<file path="config.mk">
export PLATFORM = sky130hd
export DESIGN_NAME = axi_long_wr_split
export DESIGN_NICKNAME = d
export VERILOG_FILES = /design/src/rtl/axi_long_wr_split.sv
export SDC_FILE = /design/constraint.sdc
export NUM_CORES = 1
export LEC_CHECK = 0
export CORE_ASPECT_RATIO = 1.5
export CORE_UTILIZATION = 46
export DETAILED_ROUTE_END_ITERATION = 10
export PLACE_DENSITY = 0.76
export SYNTH_ARGS = -nofsm -noshare
export SYNTH_HDL_FRONTEND = slang
export SYNTH_SLANG_ARGS = --single-unit
</file>
<file path="constraint.sdc">
create_clock -name clock -period 4.9 [get_ports clock]
set_input_delay 0.49 -clock clock [delete_from_list [all_inputs] [get_ports clock]]
set_output_delay 0.49 -clock clock [all_outputs]
set_load 0.02 [all_outputs]
</file>
<file path="src/rtl/axi_long_wr_split.sv">
// Splits one long AXI write into boundary-safe INCR bursts.
// Ports: clock/rst_n; axi_in_* slave write side; axi_out_* master write side.
module axi_long_wr_split #(
  parameter int DSIZE       = 64,
  parameter int IDSIZE      = 4,
  parameter int ASIZE       = 32,
  parameter int LSIZE       = 16,
  parameter int MAX_BEATS   = 256,
  parameter int BOUNDARY    = 4096,
  parameter int ID_EXT      = 4,
  parameter int OUTSTANDING = 4
) (
  input  logic                     clock,
  input  logic                     rst_n,
  input  logic                     axi_in_awvalid_i,
  output logic                     axi_in_awready_o,
  input  logic [ASIZE-1:0]         axi_in_awaddr_i,
  input  logic [LSIZE-1:0]         axi_in_awlen_i,
  input  logic [IDSIZE-1:0]        axi_in_awid_i,
  input  logic                     axi_in_wvalid_i,
  output logic                     axi_in_wready_o,
  input  logic [DSIZE-1:0]         axi_in_wdata_i,
  input  logic [DSIZE/8-1:0]       axi_in_wstrb_i,
  input  logic                     axi_in_wlast_i,
  output logic                     axi_in_bvalid_o,
  input  logic                     axi_in_bready_i,
  output logic [IDSIZE-1:0]        axi_in_bid_o,
  output logic [1:0]               axi_in_bresp_o,
  output logic                     axi_out_awvalid_o,
  input  logic                     axi_out_awready_i,
  output logic [ASIZE-1:0]         axi_out_awaddr_o,
  output logic [7:0]               axi_out_awlen_o,
  output logic [IDSIZE+ID_EXT-1:0] axi_out_awid_o,
  output logic [1:0]               axi_out_awburst_o,
  output logic [2:0]               axi_out_awsize_o,
  output logic                     axi_out_wvalid_o,
  input  logic                     axi_out_wready_i,
  output logic [DSIZE-1:0]         axi_out_wdata_o,
  output logic [DSIZE/8-1:0]       axi_out_wstrb_o,
  output logic                     axi_out_wlast_o,
  input  logic                     axi_out_bvalid_i,
  output logic                     axi_out_bready_o,
  input  logic [IDSIZE+ID_EXT-1:0] axi_out_bid_i,
  input  logic [1:0]               axi_out_bresp_i
);

  localparam int BPB  = DSIZE / 8;
  localparam int BSH  = $clog2(BPB);
  localparam int BW   = $clog2(BOUNDARY);
  localparam int OIDW = IDSIZE + ID_EXT;
  localparam int LW   = LSIZE + 1;
  localparam int PW   = (OUTSTANDING > 1) ? $clog2(OUTSTANDING) : 1;
  localparam int CW   = $clog2(OUTSTANDING + 1);

  typedef enum logic [2:0] {
    IDLE, CALC, ISSUE, WAIT_B, RESP
  } state_e;

  state_e           state_q, state_d;
  logic [ASIZE-1:0] addr_q;
  logic [IDSIZE-1:0] id_q;
  logic [LW-1:0]    rem_q;
  logic [LW-1:0]    sub_q;
  logic [LW-1:0]    bcnt_q;
  logic [LW-1:0]    beat_q;
  logic [1:0]       merged_q;
  logic [8:0]       n_q;
  logic [ASIZE-1:0] awaddr_q;
  logic [7:0]       awlen_q;
  logic [OIDW-1:0]  awid_q;

  logic [8:0]       fifo_mem [OUTSTANDING];
  logic [PW-1:0]    wr_q, rd_q;
  logic [CW-1:0]    cnt_q;
  logic [8:0]       head;

  logic aw_acc, aw_hs, b_hs, w_hs;
  logic push, pop, full, empty, last_beat;
  logic [31:0] rem32, room32, n32;
  logic [8:0]  n_calc;

  // Burst size: remaining beats, capped by max burst and
  // by the beats left before the next address boundary.
  assign rem32  = 32'(rem_q);
  assign room32 = (32'(BOUNDARY) - 32'(addr_q[BW-1:0])) >> BSH;

  always_comb begin
    n32 = rem32;
    if (n32 > 32'(MAX_BEATS)) n32 = 32'(MAX_BEATS);
    if (n32 > room32) n32 = room32;
  end

  assign n_calc = n32[8:0];

  assign aw_acc = (state_q == IDLE) && axi_in_awvalid_i;
  assign aw_hs  = axi_out_awvalid_o && axi_out_awready_i;
  assign b_hs   = axi_out_bvalid_i && axi_out_bready_o;

  assign full   = (cnt_q == CW'(OUTSTANDING));
  assign empty  = (cnt_q == '0);
  assign head   = fifo_mem[rd_q];

  assign last_beat = !empty &&
                     (beat_q == LW'(head) - LW'(1));
  assign w_hs = axi_in_wvalid_i && axi_out_wready_i && !empty;
  assign pop  = w_hs && last_beat;

  function automatic logic [PW-1:0] ptr_inc(
    input logic [PW-1:0] p
  );
    return (p == PW'(OUTSTANDING - 1)) ? '0 : p + PW'(1);
  endfunction

  always_ff @(posedge clock or negedge rst_n) begin
    if (!rst_n) state_q <= IDLE;
    else        state_q <= state_d;
  end

  always_comb begin
    state_d = state_q;
    unique case (state_q)
      IDLE:   if (axi_in_awvalid_i) state_d = CALC;
      CALC:   if (!full) state_d = ISSUE;
      ISSUE:  if (axi_out_awready_i)
                state_d = (rem_q == LW'(n_q)) ? WAIT_B : CALC;
      WAIT_B: if (bcnt_q == sub_q) state_d = RESP;
      RESP:   if (axi_in_bready_i) state_d = IDLE;
      default: state_d = IDLE;
    endcase
  end

  always_comb begin
    axi_in_awready_o  = 1'b0;
    axi_out_awvalid_o = 1'b0;
    axi_in_bvalid_o   = 1'b0;
    axi_out_bready_o  = 1'b1;
    push              = 1'b0;
    unique case (state_q)
      IDLE:  axi_in_awready_o = rst_n;
      CALC:  push = !full;
      ISSUE: axi_out_awvalid_o = 1'b1;
      RESP: begin
        axi_in_bvalid_o  = 1'b1;
        axi_out_bready_o = 1'b0;
      end
      default: ;
    endcase
  end

  always_ff @(posedge clock or negedge rst_n) begin
    if (!rst_n) begin
      addr_q   <= '0;
      id_q     <= '0;
      rem_q    <= '0;
      sub_q    <= '0;
      bcnt_q   <= '0;
      merged_q <= 2'b00;
      n_q      <= '0;
      awaddr_q <= '0;
      awlen_q  <= '0;
      awid_q   <= '0;
    end else begin
      if (aw_acc) begin
        addr_q <= axi_in_awaddr_i;
        id_q   <= axi_in_awid_i;
        rem_q  <= LW'(axi_in_awlen_i) + LW'(1);
        sub_q  <= '0;
      end
      if (state_q == CALC) begin
        awaddr_q <= addr_q;
        awlen_q  <= 8'(n_calc - 9'd1);
        awid_q   <= {id_q, sub_q[ID_EXT-1:0]};
        n_q      <= n_calc;
      end
      if (aw_hs) begin
        addr_q <= addr_q + (ASIZE'(n_q) << BSH);
        rem_q  <= rem_q - LW'(n_q);
        sub_q  <= sub_q + LW'(1);
      end
      if (aw_acc) begin
        bcnt_q   <= '0;
        merged_q <= 2'b00;
      end else if (b_hs) begin
        bcnt_q <= bcnt_q + LW'(1);
        if (axi_out_bresp_i > merged_q)
          merged_q <= axi_out_bresp_i;
      end
    end
  end

  // Sub-burst length FIFO: pushed in CALC, popped on each wlast.
  always_ff @(posedge clock or negedge rst_n) begin
    if (!rst_n) begin
      for (int i = 0; i < OUTSTANDING; i++)
        fifo_mem[i] <= '0;
    end else if (push) begin
      fifo_mem[wr_q] <= n_calc;
    end
  end

  always_ff @(posedge clock or negedge rst_n) begin
    if (!rst_n) begin
      wr_q   <= '0;
      rd_q   <= '0;
      cnt_q  <= '0;
      beat_q <= '0;
    end else begin
      if (push) wr_q <= ptr_inc(wr_q);
      if (pop)  rd_q <= ptr_inc(rd_q);
      unique case ({push, pop})
        2'b10:   cnt_q <= cnt_q + CW'(1);
        2'b01:   cnt_q <= cnt_q - CW'(1);
        default: ;
      endcase
      if (w_hs)
        beat_q <= last_beat ? '0 : beat_q + LW'(1);
    end
  end

  assign axi_out_awaddr_o  = awaddr_q;
  assign axi_out_awlen_o   = awlen_q;
  assign axi_out_awid_o    = awid_q;
  assign axi_out_awburst_o = 2'b01;
  assign axi_out_awsize_o  = 3'(BSH);

  assign axi_out_wvalid_o = axi_in_wvalid_i && !empty;
  assign axi_in_wready_o  = axi_out_wready_i && !empty;
  assign axi_out_wdata_o  = axi_in_wdata_i;
  assign axi_out_wstrb_o  = axi_in_wstrb_i;
  assign axi_out_wlast_o  = last_beat;

  assign axi_in_bid_o   = id_q;
  assign axi_in_bresp_o = merged_q;

  // Upstream wlast and downstream bid carry no information here.
  logic unused_ok;
  assign unused_ok = ^{axi_in_wlast_i, axi_out_bid_i, n32[31:9]};

endmodule

</file>
# After elaboration in Yosys (flattened, before gate mapping)
# Index checks and enable logic that the tools add are counted.
[totals]
ff_bits = 209
[classes]
magnitude_cmp = 6
bitwise_logic = 2
n_eq_ne = 17
n_reduce_logical = 20
add_sub_neg = 13
n_mux = 35
[op_table]
columns = ["op", "count"]
rows = [
  ["17-bit 2-to-1 mux", 8],
  ["32-bit 2-to-1 mux", 2],
  ["17-bit by 1-bit adder with 17-bit output (second input constant)", 3],
  ["36-bit bitwise mux", 1],
  ["9-bit 2-to-1 mux", 4],
  ["17-bit == test", 2],
  ["32-bit by 12-bit adder with 32-bit output", 1],
  ["17-bit by 29-bit > comparator with 1-bit output", 1],
  ["9-bit binary-select mux with 2-bit select", 1],
  ["9-bit demux with 2-bit select", 1],
  ["16-bit by 1-bit adder with 17-bit output (second input constant)", 1],
  ["17-bit by 9-bit == test with 1-bit output", 1],
  ["17-bit by 9-bit > comparator with 1-bit output (second input constant)", 1],
  ["17-bit by 9-bit subtractor with 17-bit output", 1],
  ["3-bit 2-to-1 mux", 5],
  ["3-bit case mux with 5 select lines", 1],
  ["13-bit by 12-bit subtractor with 14-bit output (first input constant)", 1],
  ["2-bit 2-to-1 mux", 6],
  ["1-bit logical AND", 10],
  ["2-bit != test (second input constant)", 5],
  ["9-bit by 1-bit subtractor with 10-bit output (second input constant)", 1],
  ["2-bit nonzero test", 4],
  ["8-bit by 1-bit subtractor with 8-bit output (second input constant)", 1],
  ["2-bit == test (second input constant)", 3],
  ["17 further kinds", 28],
]

# Depth between registers and ports, before layout
[logic_depth]
depth_word = 10
ltp_mapped = 22
mapped_depth_nobuf = 19

# Least setup slack after synthesis
# No wires, ideal clock.
[synth_path]
path_kind = "reg2reg"
start = "reg addr_q[2]"
end = "reg awlen_q[6], in the netlist axi_out_awlen_o[6]"
path_slack_ns = -0.011
path_stages_with_launch = 23
path_buffers = 3
period_less_slack_ns = 4.911
setup_time_ns = 0.083
arrival_ns = 4.829
cell_sequence = "dfrtp_1 -> or3_1 -> clkbuf_1 -> or4_1 -> clkbuf_1 -> nor4_2 -> nor2b_1 -> nor2b_1 -> xor2_1 -> ha_1 -> nand4_1 -> a31oi_1 -> o31a_1 -> o21ai_1 -> clkbuf_1 -> nor2_1 -> a31oi_1 -> ha_1 -> nand2_1 -> nor3_1 -> a31oi_1 -> xnor2_1 -> o21ai_0"
[synth_via]
elab_chain_cells = 4
[synth_lines]
columns = ["item", "line_no", "source"]
rows = [
  ["start: declaration", "60", "logic [ASIZE-1:0] addr_q;"],
  ["start signal: assignment", "164", "addr_q <= axi_in_awaddr_i;"],
  ["start signal: assignment", "176", "addr_q <= addr_q + (ASIZE'(n_q) << BSH);"],
  ["13-bit by 12-bit subtractor with 14-bit output (*)", "85", "assign room32 = (32'(BOUNDARY) - 32'(addr_q[BW-1:0])) >> BSH;"],
  ["17-bit by 29-bit > comparator with 1-bit output", "90", "if (n32 > room32) n32 = room32;"],
  ["9-bit 2-to-1 mux (*)", "90", ""],
  ["8-bit by 1-bit subtractor with 8-bit output (*)", "171", "awlen_q <= 8'(n_calc - 9'd1);"],
  ["end signal: assignment", "171", ""],
  ["end: declaration", "69", "logic [7:0] awlen_q;"],
]
# Mark *: on every way between the ends. The rest lies on a longest branch, timed or not.
# A chain may end at the register's enable or synchronous reset.

# Final worst setup path
[layout_path]
start = "reg rd_q[0]"
end = "out axi_out_wlast_o"
[layout_via]
elab_chain_cells = 7
[layout_lines]
columns = ["item", "line_no", "source"]
rows = [
  ["start: declaration", "73", "logic [PW-1:0] wr_q, rd_q;"],
  ["start signal: assignment", "209", "if (pop) rd_q <= ptr_inc(rd_q);"],
  ["2-bit NOT with 3-bit output (not written as such)", "101", "assign head = fifo_mem[rd_q];"],
  ["9-bit binary-select mux with 2-bit select", "101", ""],
  ["9-bit 2-to-1 mux (not written as such) (2 in a row)", "101", ""],
  ["9-bit by 1-bit subtractor with 10-bit output", "104", "(beat_q == LW'(head) - LW'(1));"],
  ["17-bit == test", "104", ""],
  ["1-bit logical AND", "103", "assign last_beat = !empty &&"],
  ["end: declaration", "40", "output logic axi_out_wlast_o,"],
]
# Every way passes these cells. The select of a mux whose other input is x is not followed.

==> results.cfg <==
[outcome]
status = complete, but fails checks
violations = hold timing

[layout]
drive_gt1_share_pct = 6.42
area_delta_synth_final_pct = 15.4
fin_cells = 1765
antennaDiodeCount = 0
fin_nets = 1604

[worst_setup_path]
crit_path_frequent_cell = inv_1
critPathCaptureType = output pin
cp.required_ps = 4410
critical_path.top_delay_family = simple AND/OR/NAND/NOR gates
critPathBufInv = 3
crit_chain = mux4_2 > inv_1 > ha_1 > o311ai_0 > o21ai_0 > o2111ai_1 > or4_4 > or3_4 > inv_1 > clkdlybuf4s50_1
timing.reg2reg.setup_slack_ps = 350
critical-path-max-stage-delay_ps = 590
critical_path_class = reg2out
slowest_stage = mux4_2
critPathLaunchType = flop
crit_fanout = 5
arrival_ps = 4200

[clock_network]
cts_max_level = 1
ctsHoldBuffers = 0
ctsRootBufferMaster = clkbuf_16
cts_tree = built
cts.sinks = 209
clock_latency_ps = 510
cts_buffers = 22
cts.clk_slew.worst_paths_ps = 60
cts_buffer_depth = 3

[route]
ant_nets = 0
firstDrtPassIters = 5
vias_per_cell = 5.62
vias = 9925
wirelength_mm = 30.8
post-route-drc-count = 0
routedWlPerCell_um = 17.5
drt_iter0_markers = 538

[power_and_ir_drop]
leakagePower_nw = 6.32
powerDensity_nw_per_um2 = 623
vdd_drop_max_uv = 369

[timing]
fmax_mhz = 213
period_share_pct = 95.8
setup_viol = 0
worst_slack_ps = 207
fin_hold_ws_ps = -4.05
fin_skew_ps = 8.46
period_needed_ps = 4690
setup_tns_ps = 0
hold_viol_final = 3
drv_slew = 0
rsz0062_at_grt = false
tightest_slew_ps = 979
maxSlewHeadroom_pct = 34.5

[global_routing]
grt_use_met3_pct = 4.09
met1_usage_pct = 26.2
grt_overflow = 0
grt_use_met2_pct = 42.0
first_global_vias = 10200
grt.busiest_layer = met2
grt_pass1_wl_mm = 50.4
antenna_found_initial = 0
grt_max_degree = 75
grt_usage_pct = 23.2

[floorplanning]
die_w_um = 135
io_pins = 281
die-area_sq_um = 27100
rows = 72
initial_core_util_pct = 47.0
core_area_sq_um = 25900
die_y_um = 201

[logic_synthesis]
yosys-top-cells-area = dfrtp_1 43%, nand2_1 8.9%, buf_4 4.8%
synth_flop_cell = dfrtp_1
yosys_warnings = 0
synth-seq-area-share_pct = 43.1
syn_inst = 1373
ys_ff_latch = 209
synthDistinctLibCells = 71
netlist.area_leader.share_pct = 43.1
async_reset_ff_share_pct = 100
synth_edf_count = 0
synth_area_sq_um = 12100
yosys.area.top_type = dfrtp_1
syn_avg_cell_area_sq_um = 8.84

[run]
maxCapViolations = 0

[placed_design]
dp.cells = 1725
place.gp.congestion = 0.991
hpwlAfterDp_mm = 22.2
place_ws_ps = 255
io_buffers = 122

[min_path]
hp-class = in2async
## final timing paths
path / from / endpoint / depth (start not counted)
worst max-delay path: rd_q[0] / axi_out_wlast_o / 10
max in group asynchronous: rst_n / rem_q[8] / 2
worst max register to register: rem_q[0] / axi_out_awlen_o[6] / 18
min in group clock: axi_out_awaddr_o[4] / axi_out_awaddr_o[4] / 2
worst min register to register: axi_out_awaddr_o[4] / axi_out_awaddr_o[4] / 2
worst min-delay path: rst_n / axi_out_awaddr_o[10] / 1
## metrics by stage
stage	utilization, %	power, mW	cell area (sq um)
floorplan	-	5.61	12200
global placement	51.1	6.81	13200
detailed placement	51.1	6.95	13200
CTS	54.1	8.78	14000
global route	54.2	9.37	14000
finish	54.2	8.73	14000
## layout by cell type (no fill, tap or decap), types with 10 or more instances in the layout
master,count
a31oi_1,11
nand4_1,20
o311ai_0,11
nor2_1,85
ha_1,42
mux2i_1,10
xor2_1,42
xnor2_1,52
nor3_1,21
inv_1,50
a21oi_1,36
nand3_1,51
clkbuf_16,23
o31ai_1,10
a22oi_1,10
dfrtp_1,209
buf_4,27
clkdlybuf4s50_1,121
o21ai_0,104
and3_1,27
or3_1,12
nand2_1,289
## synth_stat cells (11+ instances only)
library cell and instances:
nand2_1 289, dfrtp_1 209, o21ai_0 104, nor2_1 85
buf_4 77, clkbuf_1 53, nand3_1 52, xnor2_1 52
inv_1 50, ha_1 42, xor2_1 42, a21oi_1 36
and3_1 27, nor3_1 22, nand4_1 20, or3_1 12
a31oi_1 11, o311ai_0 11
## cell type report
| type | instances | area (sq um) |
|---|---|---|
| flip-flops and latches | 209 | 5230 |
| well taps | 333 | 417 |
| multi-input cells | 984 | 5980 |
| inverters | 50 | 188 |
| clock buffers | 29 | 598 |
| fillers | 2271 | 11800 |
| clock inverters | 11 | 173 |
| repair buffers | 149 | 1430 |
## where the power goes
group          internal [mW]  switching, mW  total, mW  leakage [nW]
combinational           1.66           2.27       3.93          3.30
clock                   1.08          0.713       1.79         0.372
sequential              2.38          0.631       3.01          2.65
total                   5.12           3.61       8.73          6.32
## routing by layer
| layer | share of wire, % | vias to the layer above |
|---|---|---|
| met5 | 0 | - |
| met4 | 4.1 | 0 |
| met3 | 5.4 | 82 |
| met2 | 53 | 311 |
| met1 | 38 | 4801 |
| li1 | - | 4731 |
## state kept, by name (all words and copies together) (netlist names)
signal	cells
addr_q	32
axi_in_bid_o	4
axi_in_bresp_o	2
axi_out_awaddr_o	32
axi_out_awid_o	8
axi_out_awlen_o	8
bcnt_q	17
beat_q	17
cnt_q	3
fifo_mem	36
n_q	9
rd_q	2
rem_q	17
state_q	3
sub_q	17
wr_q	2
## cell families after synthesis
group,share of synthesized area [%]
simple gates,21.6
compound gates,12.9
flops,43.1
buf+inv,8.09
xor+xnor,6.78
fa+ha+maj,4.82
mux,2.68
other cells,0.0619
## repair_timing
action,CTS,global route
setup buffers,0,0
setup endpoints to repair,0,8
gates resized for setup,0,3
Note: power is estimated with default switching activity, not from simulation.
